### src/rtl/mem_arb_pkg.sv
// ---------------------------------------------------------------------------
// mem_arb_pkg
// Shared types for the memory port arbiter: the arbiter FSM state encoding,
// the last-grant marker used for alternating priority, and the byte-enable
// pattern used for every full-word access (ifetch and data reads).
// ---------------------------------------------------------------------------
package mem_arb_pkg;

    typedef enum logic [1:0] {
        IDLE,
        D_BUSY,
        I_BUSY,
        RESP
    } arb_state_t;

    typedef enum logic {
        GRANT_INST,
        GRANT_DATA
    } grant_t;

    localparam logic [3:0] BE_ALL = 4'hF;

endpackage

### src/rtl/bus_timeout.sv
// ---------------------------------------------------------------------------
// bus_timeout
// Wait-cycle counter for an outstanding memory request. It counts the
// cycles spent waiting for the memory controller and flags the last
// permitted wait cycle so the arbiter can give up with a bus error.
// Ports:
//   clk, rst  : clock and asynchronous active-high reset
//   clear     : synchronous clear (highest priority)
//   enable    : count one more wait cycle
//   terminal  : high while the count equals TIMEOUT-1
// ---------------------------------------------------------------------------
module bus_timeout #(
    parameter int TIMEOUT = 255
) (
    input  logic clk,
    input  logic rst,
    input  logic clear,
    input  logic enable,
    output logic terminal
);

    localparam int CNT_W = $clog2(TIMEOUT + 1);

    logic [CNT_W-1:0] count_q;
    logic [CNT_W-1:0] count_d;

    // Saturate at TIMEOUT so a stuck enable can never wrap back to zero.
    always_comb begin
        count_d = count_q;
        if (clear) begin
            count_d = '0;
        end else if (enable && (count_q != CNT_W'(TIMEOUT))) begin
            count_d = count_q + 1'b1;
        end
    end

    always_ff @(posedge clk or posedge rst) begin
        if (rst) begin
            count_q <= '0;
        end else begin
            count_q <= count_d;
        end
    end

    assign terminal = (count_q == CNT_W'(TIMEOUT - 1));

endmodule

### src/rtl/mem_port_arbiter.sv
// ---------------------------------------------------------------------------
// mem_port_arbiter
// Shares one single-port memory bus between the instruction-fetch port and
// the data port. Data wins over ifetch, except that after a data grant a
// simultaneous ifetch is served first, so neither side can starve.
// Ports:
//   CLK, RESET              : clock, asynchronous active-high reset
//   I_REQ/I_ADDR            : ifetch request (held until I_ACK)
//   I_RDATA/I_ACK/I_ERR     : ifetch response (RDATA/ERR valid with ACK)
//   D_RE/D_WE/D_ADDR/D_WD/D_BE : data request (held until D_ACK)
//   D_RDATA/D_ACK/D_ERR     : data response (RDATA/ERR valid with ACK)
//   INHIBIT                 : blocks issue of a new data access
//   M_REQ/M_WE/M_ADDR/M_WD/M_BE : memory bus request, stable while busy
//   M_RDATA/M_READY/M_ERR   : memory bus completion
//   STALL                   : combinational pipeline hold
// ---------------------------------------------------------------------------
module mem_port_arbiter
    import mem_arb_pkg::*;
#(
    parameter int ADDR_W  = 30,
    parameter int TIMEOUT = 255
) (
    input  logic              CLK,
    input  logic              RESET,
    input  logic              I_REQ,
    input  logic [ADDR_W-1:0] I_ADDR,
    output logic [31:0]       I_RDATA,
    output logic              I_ACK,
    output logic              I_ERR,
    input  logic              D_RE,
    input  logic              D_WE,
    input  logic [ADDR_W-1:0] D_ADDR,
    input  logic [31:0]       D_WD,
    input  logic [3:0]        D_BE,
    output logic [31:0]       D_RDATA,
    output logic              D_ACK,
    output logic              D_ERR,
    input  logic              INHIBIT,
    output logic              M_REQ,
    output logic              M_WE,
    output logic [ADDR_W-1:0] M_ADDR,
    output logic [31:0]       M_WD,
    output logic [3:0]        M_BE,
    input  logic [31:0]       M_RDATA,
    input  logic              M_READY,
    input  logic              M_ERR,
    output logic              STALL
);

    arb_state_t        state_q, state_d;
    grant_t            last_grant_q, last_grant_d;
    logic              m_req_q, m_req_d;
    logic              m_we_q, m_we_d;
    logic [ADDR_W-1:0] m_addr_q, m_addr_d;
    logic [31:0]       m_wd_q, m_wd_d;
    logic [3:0]        m_be_q, m_be_d;
    logic [31:0]       i_rdata_q, i_rdata_d;
    logic              i_ack_q, i_ack_d;
    logic              i_err_q, i_err_d;
    logic [31:0]       d_rdata_q, d_rdata_d;
    logic              d_ack_q, d_ack_d;
    logic              d_err_q, d_err_d;

    logic d_req;
    logic d_valid;
    logic busy;
    logic timeout_hit;

    assign d_req   = D_RE | D_WE;
    assign d_valid = d_req & ~INHIBIT;
    assign busy    = (state_q == D_BUSY) || (state_q == I_BUSY);

    bus_timeout #(
        .TIMEOUT (TIMEOUT)
    ) u_timeout (
        .clk      (CLK),
        .rst      (RESET),
        .clear    (~busy),
        .enable   (busy & ~M_READY),
        .terminal (timeout_hit)
    );

    // Next-state logic. ACK and ERR default low so they pulse for exactly
    // the RESP cycle; read data registers hold their value otherwise.
    always_comb begin
        state_d      = state_q;
        last_grant_d = last_grant_q;
        m_req_d      = m_req_q;
        m_we_d       = m_we_q;
        m_addr_d     = m_addr_q;
        m_wd_d       = m_wd_q;
        m_be_d       = m_be_q;
        i_rdata_d    = i_rdata_q;
        i_ack_d      = 1'b0;
        i_err_d      = 1'b0;
        d_rdata_d    = d_rdata_q;
        d_ack_d      = 1'b0;
        d_err_d      = 1'b0;
        case (state_q)
            IDLE: begin
                // Data normally wins; a data grant last time hands a tie to ifetch.
                if (d_valid && (!I_REQ || (last_grant_q == GRANT_INST))) begin
                    state_d      = D_BUSY;
                    last_grant_d = GRANT_DATA;
                    m_req_d      = 1'b1;
                    m_we_d       = D_WE;
                    m_addr_d     = D_ADDR;
                    m_wd_d       = D_WE ? D_WD : 32'h0;
                    m_be_d       = D_WE ? D_BE : BE_ALL;
                end else if (I_REQ) begin
                    state_d      = I_BUSY;
                    last_grant_d = GRANT_INST;
                    m_req_d      = 1'b1;
                    m_we_d       = 1'b0;
                    m_addr_d     = I_ADDR;
                    m_wd_d       = 32'h0;
                    m_be_d       = BE_ALL;
                end
            end
            D_BUSY, I_BUSY: begin
                // A real completion beats a timeout landing on the same cycle.
                if (M_READY || timeout_hit) begin
                    state_d = RESP;
                    m_req_d = 1'b0;
                    m_we_d  = 1'b0;
                    if (state_q == D_BUSY) begin
                        d_ack_d = 1'b1;
                        d_err_d = M_READY ? M_ERR : 1'b1;
                        if (M_READY && !m_we_q) begin
                            d_rdata_d = M_RDATA;
                        end
                    end else begin
                        i_ack_d = 1'b1;
                        i_err_d = M_READY ? M_ERR : 1'b1;
                        if (M_READY) begin
                            i_rdata_d = M_RDATA;
                        end
                    end
                end
            end
            default: begin
                state_d = IDLE;
            end
        endcase
    end

    // Single state/output register bank; reset aborts any transfer at once.
    always_ff @(posedge CLK or posedge RESET) begin
        if (RESET) begin
            state_q      <= IDLE;
            last_grant_q <= GRANT_INST;
            m_req_q      <= 1'b0;
            m_we_q       <= 1'b0;
            m_addr_q     <= '0;
            m_wd_q       <= '0;
            m_be_q       <= '0;
            i_rdata_q    <= '0;
            i_ack_q      <= 1'b0;
            i_err_q      <= 1'b0;
            d_rdata_q    <= '0;
            d_ack_q      <= 1'b0;
            d_err_q      <= 1'b0;
        end else begin
            state_q      <= state_d;
            last_grant_q <= last_grant_d;
            m_req_q      <= m_req_d;
            m_we_q       <= m_we_d;
            m_addr_q     <= m_addr_d;
            m_wd_q       <= m_wd_d;
            m_be_q       <= m_be_d;
            i_rdata_q    <= i_rdata_d;
            i_ack_q      <= i_ack_d;
            i_err_q      <= i_err_d;
            d_rdata_q    <= d_rdata_d;
            d_ack_q      <= d_ack_d;
            d_err_q      <= d_err_d;
        end
    end

    assign M_REQ   = m_req_q;
    assign M_WE    = m_we_q;
    assign M_ADDR  = m_addr_q;
    assign M_WD    = m_wd_q;
    assign M_BE    = m_be_q;
    assign I_RDATA = i_rdata_q;
    assign I_ACK   = i_ack_q;
    assign I_ERR   = i_err_q;
    assign D_RDATA = d_rdata_q;
    assign D_ACK   = d_ack_q;
    assign D_ERR   = d_err_q;

    // A data request held off by INHIBIT does not stall, unless it is
    // already on the bus and must be waited for.
    assign STALL = (I_REQ & ~I_ACK)
                 | (d_req & ~D_ACK & (~INHIBIT | (state_q == D_BUSY)));

endmodule

### config.mk
export PLATFORM = sky130hd
export DESIGN_NAME = mem_port_arbiter
export DESIGN_NICKNAME = d
export VERILOG_FILES = /design/src/rtl/mem_arb_pkg.sv /design/src/rtl/bus_timeout.sv /design/src/rtl/mem_port_arbiter.sv
export SDC_FILE = /design/constraint.sdc
export NUM_CORES = 1
export LEC_CHECK = 0
export CAP_MARGIN = 5
export CORE_ASPECT_RATIO = 0.8
export CORE_UTILIZATION = 42
export DETAILED_ROUTE_END_ITERATION = 10
export GPL_TIMING_DRIVEN = 0
export PLACE_DENSITY = 0.8
export SLEW_MARGIN = 0
export SYNTH_ARGS = -nofsm -noshare
export SYNTH_HDL_FRONTEND = slang
export SYNTH_SLANG_ARGS = --single-unit
### constraint.sdc
create_clock -name CLK -period 6.26 [get_ports CLK]
set_input_delay 0.939 -clock CLK [delete_from_list [all_inputs] [get_ports CLK]]
set_output_delay 0.939 -clock CLK [all_outputs]
set_load 0.02 [all_outputs]
**Yosys cells after proc, flatten, opt, wreduce, memory -nomap -nowiden**

Cells that the tools add are included.

- Shift-type cells: 0
- Eq/ne operators: 7
- $add $sub $neg: 1
- Magnitude comparators: 0
- Multiply operators: 0
- Div/mod/pow operators: 0
- Bitwise operators: 14
- Reductions and logical operators: 17
- Multiplexer cells: 35

Operator list:

| kind | number |
|---|---|
| 32-bit 2-to-1 mux | 3 |
| 30-bit 2-to-1 mux | 2 |
| 1-bit 2-to-1 mux | 19 |
| 8-bit 2-to-1 mux | 2 |
| 4-bit 2-to-1 mux | 3 |
| 8-bit by 1-bit adder with 8-bit output (second input constant) | 1 |
| 8-bit equality test (second input constant) | 1 |
| 8-bit inequality test (second input constant) | 1 |
| 4-bit AND reduction | 2 |
| 2-bit 2-to-1 mux | 3 |
| 1-bit inverter | 6 |
| 1-bit AND | 5 |
| 1-bit one-hot mux with 2 select lines | 2 |
| 2-bit one-hot mux with 2 select lines | 1 |
| 2-bit AND reduction | 2 |
| 2-bit nonzero test | 2 |
| 1-bit logical AND | 3 |
| 1-bit logical OR | 3 |
| 3-bit inequality test (second input constant) | 1 |
| 1-bit OR | 3 |
| 3-bit AND reduction | 1 |
| 2-bit by 1-bit equality test with 1-bit output (second input constant) | 1 |
| 2-bit equality test (second input constant) | 1 |
| 1-bit logical NOT | 2 |
| other kinds (4) | 4 |

- Latch bits: 0
- Input bits: 136
- Logic and storage cells: 88
- Memories kept: 0
- Bits in registers: 147
- Bits in writable memories: 0
- Output and inout bits: 137
- Memory bits (read-only): 0

**Logic depth before layout (Yosys ltp)**

Gate-level depths: netlist of the first run.

- Depth after elaboration: 6
- Gate-level depth with buffers: 8
- Depth with buffers taken out: 6

**Cells and area by module**

Synthesis of the first run repeated with hierarchy kept, for this count alone.

- Cells, all modules: 505
- Area, all modules: 6316.1 µm²

Modules (own cells, without submodules):

| module | instances | cells each | area each (µm²) |
|---|---|---|---|
| mem_port_arbiter | 1 | 450 | 5791.8 |
| bus_timeout | 1 | 55 | 524.3 |

**Least setup slack after synthesis of the first run**

OpenSTA, ideal clock, no wires.

- Path type: input-to-output
- Start point: input INHIBIT
- End point: output STALL
- Data required time: 5.321 ns
- Data arrival time: 1.414 ns
- Buffers on the path: 0
- Path slack: 3.907 ns
- Stages: 3
- Cell sequence: inv_1 > o22ai_1 > o22ai_1

- Longest elaborated chain between the ends: 4

Ends and longest elaborated chain:

| what | RTL line | RTL |
|---|---|---|
| from (decl) | mem_port_arbiter.sv:38 | `input logic INHIBIT,` |
| 1-bit inverter | mem_port_arbiter.sv:195 | `\| (d_req & ~D_ACK & (~INHIBIT \| (state_q == D_BUSY)));` |
| 1-bit OR | mem_port_arbiter.sv:195 |  |
| 1-bit AND | mem_port_arbiter.sv:195 |  |
| 1-bit OR | mem_port_arbiter.sv:195 |  |
| to (decl) | mem_port_arbiter.sv:47 | `output logic STALL` |

No other way between the ends.

**Worst setup path after layout of the first run**

Ends and elaborated chain as after synthesis.

==> impl_metrics.env, run 1 <==
export IMPL_outcome="finished clean"
export IMPL_grt_ovfl_total=0
export IMPL_crit_type="in2out"
export IMPL_fmax_mhz=301.7
export IMPL_initial_core_util_pct=43.06
export IMPL_wl_per_cell_um=16.60
export IMPL_routed_wl_um=16730
export IMPL_yosys_top_cells_area="dfrtp_1, mux2_2, nand2_1"
export IMPL_io_buffers=271
export IMPL_rows=39
export IMPL_leakage_nw=4.246
export IMPL_clk_latency_ns=0.42
export IMPL_synth_most_common_cell="dfrtp_1"
export IMPL_synth_seq_area_share_pct=59.95
export IMPL_cts_tree="built"
export IMPL_worst_hold_path_num_cells=2
export IMPL_cts_root_buf="clkbuf_16"
export IMPL_clk_pin_slew_ns=0.06
export IMPL_synth_cell_types=40
export IMPL_numCtsBuffers=17
export IMPL_period_share_pct=52.95
export IMPL_power_density_mw_per_mm2=520.3
export IMPL_yosysTopAreaCell="dfrtp_1"
export IMPL_dieArea_mm2=0.01510
export IMPL_hp_class="reg2reg"
export IMPL_ys_async_sr_fraction_pct=100.0
export IMPL_syn_nets=661
export IMPL_worstSetupStartpointType="primary input"
export IMPL_ant_nets=0
export IMPL_arrival_ns=2.38
export IMPL_hold_viol_final=0
export IMPL_viasPerCell=4.981
export IMPL_rsz0062_at_grt="no"
export IMPL_finClkSkew_ns=0.004933
export IMPL_critical_path_max_fanout=3
export IMPL_clockBufferDepth=2
export IMPL_cap_viol_max_count=0
export IMPL_cp_required_ns=5.32
export IMPL_post_dp_hpwl_um=12590
export IMPL_numClockSinks=147
export IMPL_globalplace_congestion=0.8688
export IMPL_report_final_slew_viol_count=0
export IMPL_synth_ff_latch_count=147
export IMPL_drtIter0Drc=201
export IMPL_cts_hold_buf=0
export IMPL_syn_to_final_growth_pct=58.46
export IMPL_syn_area_per_cell_um2=11.80
export IMPL_synth_ff_type="dfrtp_1"
export IMPL_nNetsFinal=952
export IMPL_diodes=0
export IMPL_routed_via_count=5021
export IMPL_yosysTopAreaCellShare_pct=59.95
export IMPL_drt_pass1_iterations=4
export IMPL_synth_common_cells="dfrtp_1, nand2_1, o21ai_0"
export IMPL_core_area_mm2=0.01425
export IMPL_post_cts_setup_buffers=0
export IMPL_cts_resized=0
export IMPL_vdd_drop_max_mv=0.3579
export IMPL_synth_edf_count=0
export IMPL_grt_pass1_vias=5163
export IMPL_gr_usage_all_layers_pct=22.79
export IMPL_worst_pin_slew_ns=0.5912
export IMPL_fin_crit_ns=3.314
export IMPL_utilization_pct=68.24
export IMPL_r2r_cells=6
export IMPL_fp_dieH_um=110.1
export IMPL_relSlewSlack_pct=60.59
export IMPL_syn_area_mm2=0.006136
export IMPL_grt_start_max_net_pins=84
export IMPL_htreeDepth=4
export IMPL_synthCells=520
export IMPL_setup_violations=0
export IMPL_critPathCaptureType="output port"
export IMPL_total_power_w=0.005059
export IMPL_antenna_found_initial=0
export IMPL_fp_dieW_um=137.1
export IMPL_drive_above_1_share_pct=15.41
export IMPL_ys_warnings_count=0
export IMPL_io_pins=273
export IMPL_post_route_drc_count=0
export IMPL_grt_pass1_wl_um=26010
placed cells by master (no fill, tap or decap), drive strengths merged, types with 7 or more instances in the layout:
cell type / synthesis / routed
clkdlybuf4s50: 0 / 271
inv: 9 / 10
mux2i: 31 / 31
clkbuf: 14 / 34
o21ai: 71 / 71
buf: 18 / 19
dfrtp: 147 / 147
mux2: 65 / 65
nor2: 13 / 13
clkinv: 1 / 7
nand2: 104 / 104
per-stage QoR:
step                      std cells  worst slack (ns)  TNS, ns  cell area, um^2  hold slack [ns]
after floorplan                 520             1.370        0             6136           0.4656
after global placement          975           -0.3692   -53.18             9079           0.4614
after detailed placement        976             2.940        0             9111           0.4692
after CTS                      1008             2.924        0             9723           0.4826
after global routing           1008             2.892        0             9723           0.5121
final                          1008             2.946        0             9723           0.4790
worst max-delay path: stages:
cell	delay, ns
clkdlybuf4s50_1	0.49
inv_1	0.07
o22ai_1	0.22
o22ai_1	0.11
clkdlybuf4s50_1	0.55
worst paths after layout:
path	start	end	slack [ns]
worst max-delay path	INHIBIT	STALL	2.95
worst min-delay path	M_ADDR[11]	M_ADDR[11]	0.48
worst max register to register	state_q[0]	I_RDATA[7]	4.25
worst min register to register	M_ADDR[11]	M_ADDR[11]	0.48
max in group asynchronous	RESET	M_ADDR[9]	4.49
min in group asynchronous	RESET	I_RDATA[3]	0.97
layout make-up:
type                            instances  area [um^2]
Buffer                                 32        180.2
Clock buffer                           20        456.7
Clock inverter                         12        155.1
Fill cell                            1065         4526
Inverter                               10        42.54
Multi-Input combinational cell        331         2240
Sequential cell                       147         3679
Tap cell                              184        230.2
Timing Repair Buffer                  272         2740
layer usage:
metal,vias to the layer above,share of wire [%],GRT usage (%)
li1,2364,-,-
met1,2440,42,27.36
met2,184,50,39.79
met3,33,5.6,5.578
met4,0,2.3,8.477
met5,-,0,0
state kept, by name, indices dropped and copies added (netlist names), 2 cells and up:
| name | count |
|---|---|
| M_WD | 32 |
| u_timeout.count_q | 8 |
| D_RDATA | 32 |
| M_ADDR | 30 |
| I_RDATA | 32 |
| state_q | 2 |
| M_BE | 4 |
cells by family after synthesis:
logic type | synth area share, %
simple gates | 9.095
compound gates | 8.769
fa+ha+maj | 1.020
flops | 59.95
xor+xnor | 0.5711
buf+inv | 3.548
mux | 17.05
power by group:
group	leakage (nW)	internal [W]	total, W	switching [W]
clock	0.296	0.000649	0.00104	0.000394
combinational	2.11	0.00119	0.00241	0.00122
sequential	1.84	0.00138	0.00161	0.000229
(Power assumes the default switching activity.)
==> run 2: changes to the inputs <==
clock period = 3.1 ns   (was 6.26 ns; I/O delays follow)
==> impl_metrics.env, run 2 (synthesis results as in run 1) <==
export IMPL_cts_hold_buf=0
export IMPL_post_dp_hpwl_um=13070
export IMPL_syn_to_final_growth_pct=60.01
export IMPL_gr_usage_all_layers_pct=23.53
export IMPL_crit_chain="inv_1, ha_1, o22ai_1, o22ai_1, clkdlybuf4s50_1"
export IMPL_drive_above_1_share_pct=15.72
export IMPL_ant_nets=0
export IMPL_rows=39
export IMPL_worst_pin_slew_ns=0.4502
export IMPL_setup_violations=0
export IMPL_fin_crit_ns=2.590
export IMPL_cpMostUsedCell="o22ai_1"
export IMPL_grt_start_max_net_pins=40
export IMPL_worstSetupStartpointType="flip-flop"
export IMPL_globalplace_congestion=0.8314
export IMPL_wl_per_cell_um=17.18
export IMPL_clk_pin_slew_ns=0.06
export IMPL_r2r_start="state_q[0]"
export IMPL_routed_via_count=5060
export IMPL_wl_met1_um=7022
export IMPL_power_density_mw_per_mm2=1061
export IMPL_outcome="finished clean"
export IMPL_fp_dieW_um=137.1
export IMPL_layout_commonest_cell="clkdlybuf4s50_1"
export IMPL_post_route_drc_count=0
export IMPL_period_share_pct=83.54
export IMPL_fmax_mhz=386.2
export IMPL_routed_wl_um=17370
export IMPL_drtIter0Drc=209
export IMPL_viasPerCell=5.005
export IMPL_numCtsBuffers=17
export IMPL_critPathBufInv=2
export IMPL_grt_ovfl_total=0
export IMPL_report_final_slew_viol_count=0
export IMPL_core_area_mm2=0.01425
export IMPL_relSlewSlack_pct=69.99
export IMPL_rsz0062_at_grt="no"
export IMPL_drt_pass1_iterations=6
export IMPL_crit_type="reg2out"
export IMPL_grt_pass1_vias=5272
export IMPL_cts_resized=0
export IMPL_cts_tree="built"
export IMPL_hold_start="M_READY"
export IMPL_initial_core_util_pct=43.06
export IMPL_crit_family="buffers and inverters"
export IMPL_wl_met3_um=1225
export IMPL_numClockSinks=147
export IMPL_post_cts_setup_buffers=0
export IMPL_leakage_nw=4.291
export IMPL_routed_top_layer="met4"
export IMPL_critical_path_startpoint="state_q[1]"
export IMPL_hold_viol_final=0
export IMPL_final_cell_mix="clkdlybuf4s50_1, dfrtp_1, nand2_1"
export IMPL_clockBufferDepth=2
export IMPL_instances_no_fill=1011
export IMPL_critPathCaptureType="output port"
export IMPL_postPlaceCellArea_mm2=0.009163
export IMPL_post_place_cells=979
export IMPL_antenna_found_initial=0
export IMPL_slowest_stage="clkdlybuf4s50_1"
export IMPL_diodes=0
export IMPL_critical_path_max_fanout=6
export IMPL_cp_required_ns=2.63
export IMPL_fp_dieH_um=110.1
export IMPL_fin_area_mm2=0.009818
export IMPL_cts_root_buf="clkbuf_16"
export IMPL_grt_pass1_wl_um=26820
export IMPL_arrival_ns=2.12
export IMPL_io_pins=273
export IMPL_nNetsFinal=955
export IMPL_cap_viol_max_count=0
export IMPL_clk_latency_ns=0.41
export IMPL_dr_wl_met2_um=8770
export IMPL_finClkSkew_ns=0.007849
export IMPL_io_buffers=271
export IMPL_vdd_drop_max_mv=0.7810
export IMPL_worst_path_largest_cell_delay_ns=0.65
export IMPL_htreeDepth=4
export IMPL_dieArea_mm2=0.01510
export IMPL_hp_class="in2reg"
## run 2: cell count changes in the layout (fill, tap and decap cells not counted)
cell | before | now
clkinv_4 | 3 | 1
bufinv_16 | 3 | 5
buf_12 | 0 | 4
buf_16 | 1 | 0
## run 2: final timing paths
path | end | slack, ns | cells after the start
max | STALL | 0.51 | 5
min | D_ACK | 0.37 | 3
max reg2reg | I_RDATA[11] | 1.11 | 6
min reg2reg | M_ADDR[29] | 0.48 | 2
max in group asynchronous | last_grant_q | 1.91 | 4
min in group asynchronous | I_RDATA[14] | 0.41 | 2
## run 2: area by class of cell
cell class / instances / area, um^2
well taps: 184 / 230.2
fillers: 1040 / 4431
clock buffers: 20 / 456.7
flip-flops and latches: 147 / 3679
plain buffers: 32 / 180.2
inverters: 10 / 41.29
multi-input cells: 331 / 2240
clock inverters: 12 / 198.9
repair buffers: 275 / 2793
## run 2: through the flow
stage | TNS, ns | power [W] | util [%] | hold slack, ns | setup slack [ns]
2_1_floorplan | 0 | 0.005785 | - | 0.4656 | 0.7880
3_3_place_gp | -47.20 | 0.007993 | 63.74 | 0.4622 | -0.3339
3_5_place_dp | 0 | 0.008188 | 64.30 | 0.4692 | 0.6824
4_1_cts | 0 | 0.01051 | 68.91 | 0.3484 | 0.4679
5_1_grt | 0 | 0.01100 | 68.91 | 0.3654 | 0.3689
6_report | 0 | 0.01042 | 68.91 | 0.3733 | 0.5104
## run 2: worst min-delay path, stage by stage
cell	delay (ns)
clkbuf_8	0.14
a41oi_4	0.05
nor2_1	0.09
## run 2: metal layers
metal	vias to the layer above	track usage, %
met5	-	0
li1	2372	-
met1	2460	27.75
met2	199	41.02
met4	0	8.791
met3	29	6.584
## run 2: power breakdown
part / internal (W) / leakage [nW] / switching (W) / total (W)
registers: 0.00278 / 1.84 / 0.000473 / 0.00326
logic: 0.00242 / 2.13 / 0.00248 / 0.00489
clock network: 0.00147 / 0.321 / 0.000793 / 0.00227
total: 0.00667 / 4.29 / 0.00374 / 0.0104
==> run 3: changes to the inputs <==
clock period = 2.4 ns   (was 3.1 ns; I/O delays follow)
==> impl_metrics.env, run 3 (synthesis results as in run 1) <==
export IMPL_drive_above_1_share_pct=15.72
export IMPL_antenna_found_initial=0
export IMPL_numCtsBuffers=17
export IMPL_period_share_pct=91.44
export IMPL_rows=39
export IMPL_globalplace_congestion=0.8314
export IMPL_critPathCaptureType="output port"
export IMPL_worst_pin_slew_ns=0.4502
export IMPL_post_dp_hpwl_um=13070
export IMPL_post_route_drc_count=0
export IMPL_dieArea_mm2=0.01510
export IMPL_gr_usage_all_layers_pct=23.53
export IMPL_ant_nets=0
export IMPL_syn_to_final_growth_pct=59.99
export IMPL_crit_type="reg2out"
export IMPL_dr_wl_met2_um=8765
export IMPL_relSlewSlack_pct=69.98
export IMPL_hold_viol_final=0
export IMPL_cpMostUsedCell="o22ai_1"
export IMPL_crit_family="buffers and inverters"
export IMPL_critical_path_max_fanout=6
export IMPL_grt_pass1_vias=5272
export IMPL_clockBufferDepth=2
export IMPL_grt_pass1_wl_um=26820
export IMPL_arrival_ns=1.83
export IMPL_htreeDepth=4
export IMPL_cp_required_ns=2.04
export IMPL_io_buffers=271
export IMPL_cts_root_buf="clkbuf_16"
export IMPL_fp_dieW_um=137.1
export IMPL_routed_via_count=5057
export IMPL_wl_per_cell_um=17.18
export IMPL_leakage_nw=4.291
export IMPL_finClkSkew_ns=0.008012
export IMPL_fmax_mhz=455.7
export IMPL_instances_no_fill=1011
export IMPL_report_final_slew_viol_count=0
export IMPL_worst_path_largest_cell_delay_ns=0.40
export IMPL_rrSetupSlack_ns=0.41
export IMPL_grt_ovfl_total=0
export IMPL_drtIter0Drc=209
export IMPL_crit_chain="inv_1, ha_1, o22ai_1, o22ai_1, dlygate4sd2_1"
export IMPL_numClockSinks=147
export IMPL_layout_commonest_cell="clkdlybuf4s50_1"
export IMPL_grt_start_max_net_pins=40
export IMPL_total_power_w=0.01345
export IMPL_slowest_stage="dfrtp_1"
export IMPL_core_area_mm2=0.01425
export IMPL_io_pins=273
export IMPL_outcome="finished clean"
export IMPL_setup_violations=0
export IMPL_cts_tree="built"
export IMPL_vdd_drop_max_mv=1.009
export IMPL_rsz0062_at_grt="no"
export IMPL_viasPerCell=5.002
export IMPL_hp_class="in2reg"
export IMPL_final_cell_mix="clkdlybuf4s50_1, dfrtp_1, nand2_1"
export IMPL_worstSetupStartpointType="flip-flop"
export IMPL_utilization_pct=68.90
export IMPL_cap_viol_max_count=0
export IMPL_diodes=0
export IMPL_fin_crit_ns=2.195
export IMPL_drt_pass1_iterations=6
export IMPL_routed_wl_um=17370
export IMPL_critPathBufInv=2
export IMPL_layout_setup_ws_ns=0.2054
export IMPL_clk_pin_slew_ns=0.06
export IMPL_wl_met1_um=7033
export IMPL_nNetsFinal=955
export IMPL_post_place_cells=979
export IMPL_wl_met3_um=1219
export IMPL_initial_core_util_pct=43.06
export IMPL_fp_dieH_um=110.1
export IMPL_power_density_mw_per_mm2=1370
export IMPL_routed_top_layer="met4"
export IMPL_place_ws_ns=0.08744
export IMPL_clk_latency_ns=0.41
-- run 3: worst paths after layout --
check | startpoint | to | cells after the start
max | state_q[1] | STALL | 5
max reg2reg | state_q[0] | I_RDATA[11] | 6
max in group asynchronous | RESET | last_grant_q | 4
min reg2reg | M_ADDR[29] | M_ADDR[29] | 2
min | M_READY | D_ACK | 3
min in group asynchronous | RESET | I_RDATA[14] | 2
-- run 3: worst register-to-register path, delay by kind of cell (launching register included) --
kind | cells | cell delay [ns]
AND/OR/NAND/NOR | 1 | 0.22
adder cells (fa/ha/maj) | 1 | 0.31
flip-flops | 1 | 0.40
buffers and inverters | 3 | 0.55
multiplexers | 1 | 0.39
-- run 3: layer usage --
layer	vias to the layer above	track usage [%]
met4	0	8.791
li1	2372	-
met5	-	0
met1	2459	27.75
met2	197	41.02
met3	29	6.584
-- run 3: report_power, final --
group	leakage (nW)	internal, W	switching (W)
combinational	2.13	0.00312	0.00320
sequential	1.84	0.00360	0.000611
clock	0.321	0.00190	0.00102
total	4.29	0.00862	0.00483
-- run 3: stage by stage --
step	hold slack, ns	TNS (ns)	instance area [um^2]
6_report	0.2683	0	9817
5_1_grt	0.2604	0	9817
4_1_cts	0.2434	0	9817
3_5_place_dp	0.4692	0	9163
3_3_place_gp	0.4622	-134.67	9082
2_1_floorplan	0.4656	0	6140
-- run 3: cell type report --
| type | count | area, um^2 |
|---|---|---|
| well taps | 184 | 230.2 |
| plain buffers | 32 | 180.2 |
| multi-input cells | 331 | 2240 |
| clock buffers | 20 | 456.7 |
| flip-flops and latches | 147 | 3679 |
| clock inverters | 12 | 198.9 |
| repair buffers | 275 | 2791 |
| fillers | 1040 | 4432 |
| inverters | 10 | 41.29 |
-- run 3: what timing repair did --
item	in CTS	in global routing
hold buffers	0	0
setup buffers	0	0
gates resized for setup	1	0
endpoints found under the setup margin	1	0
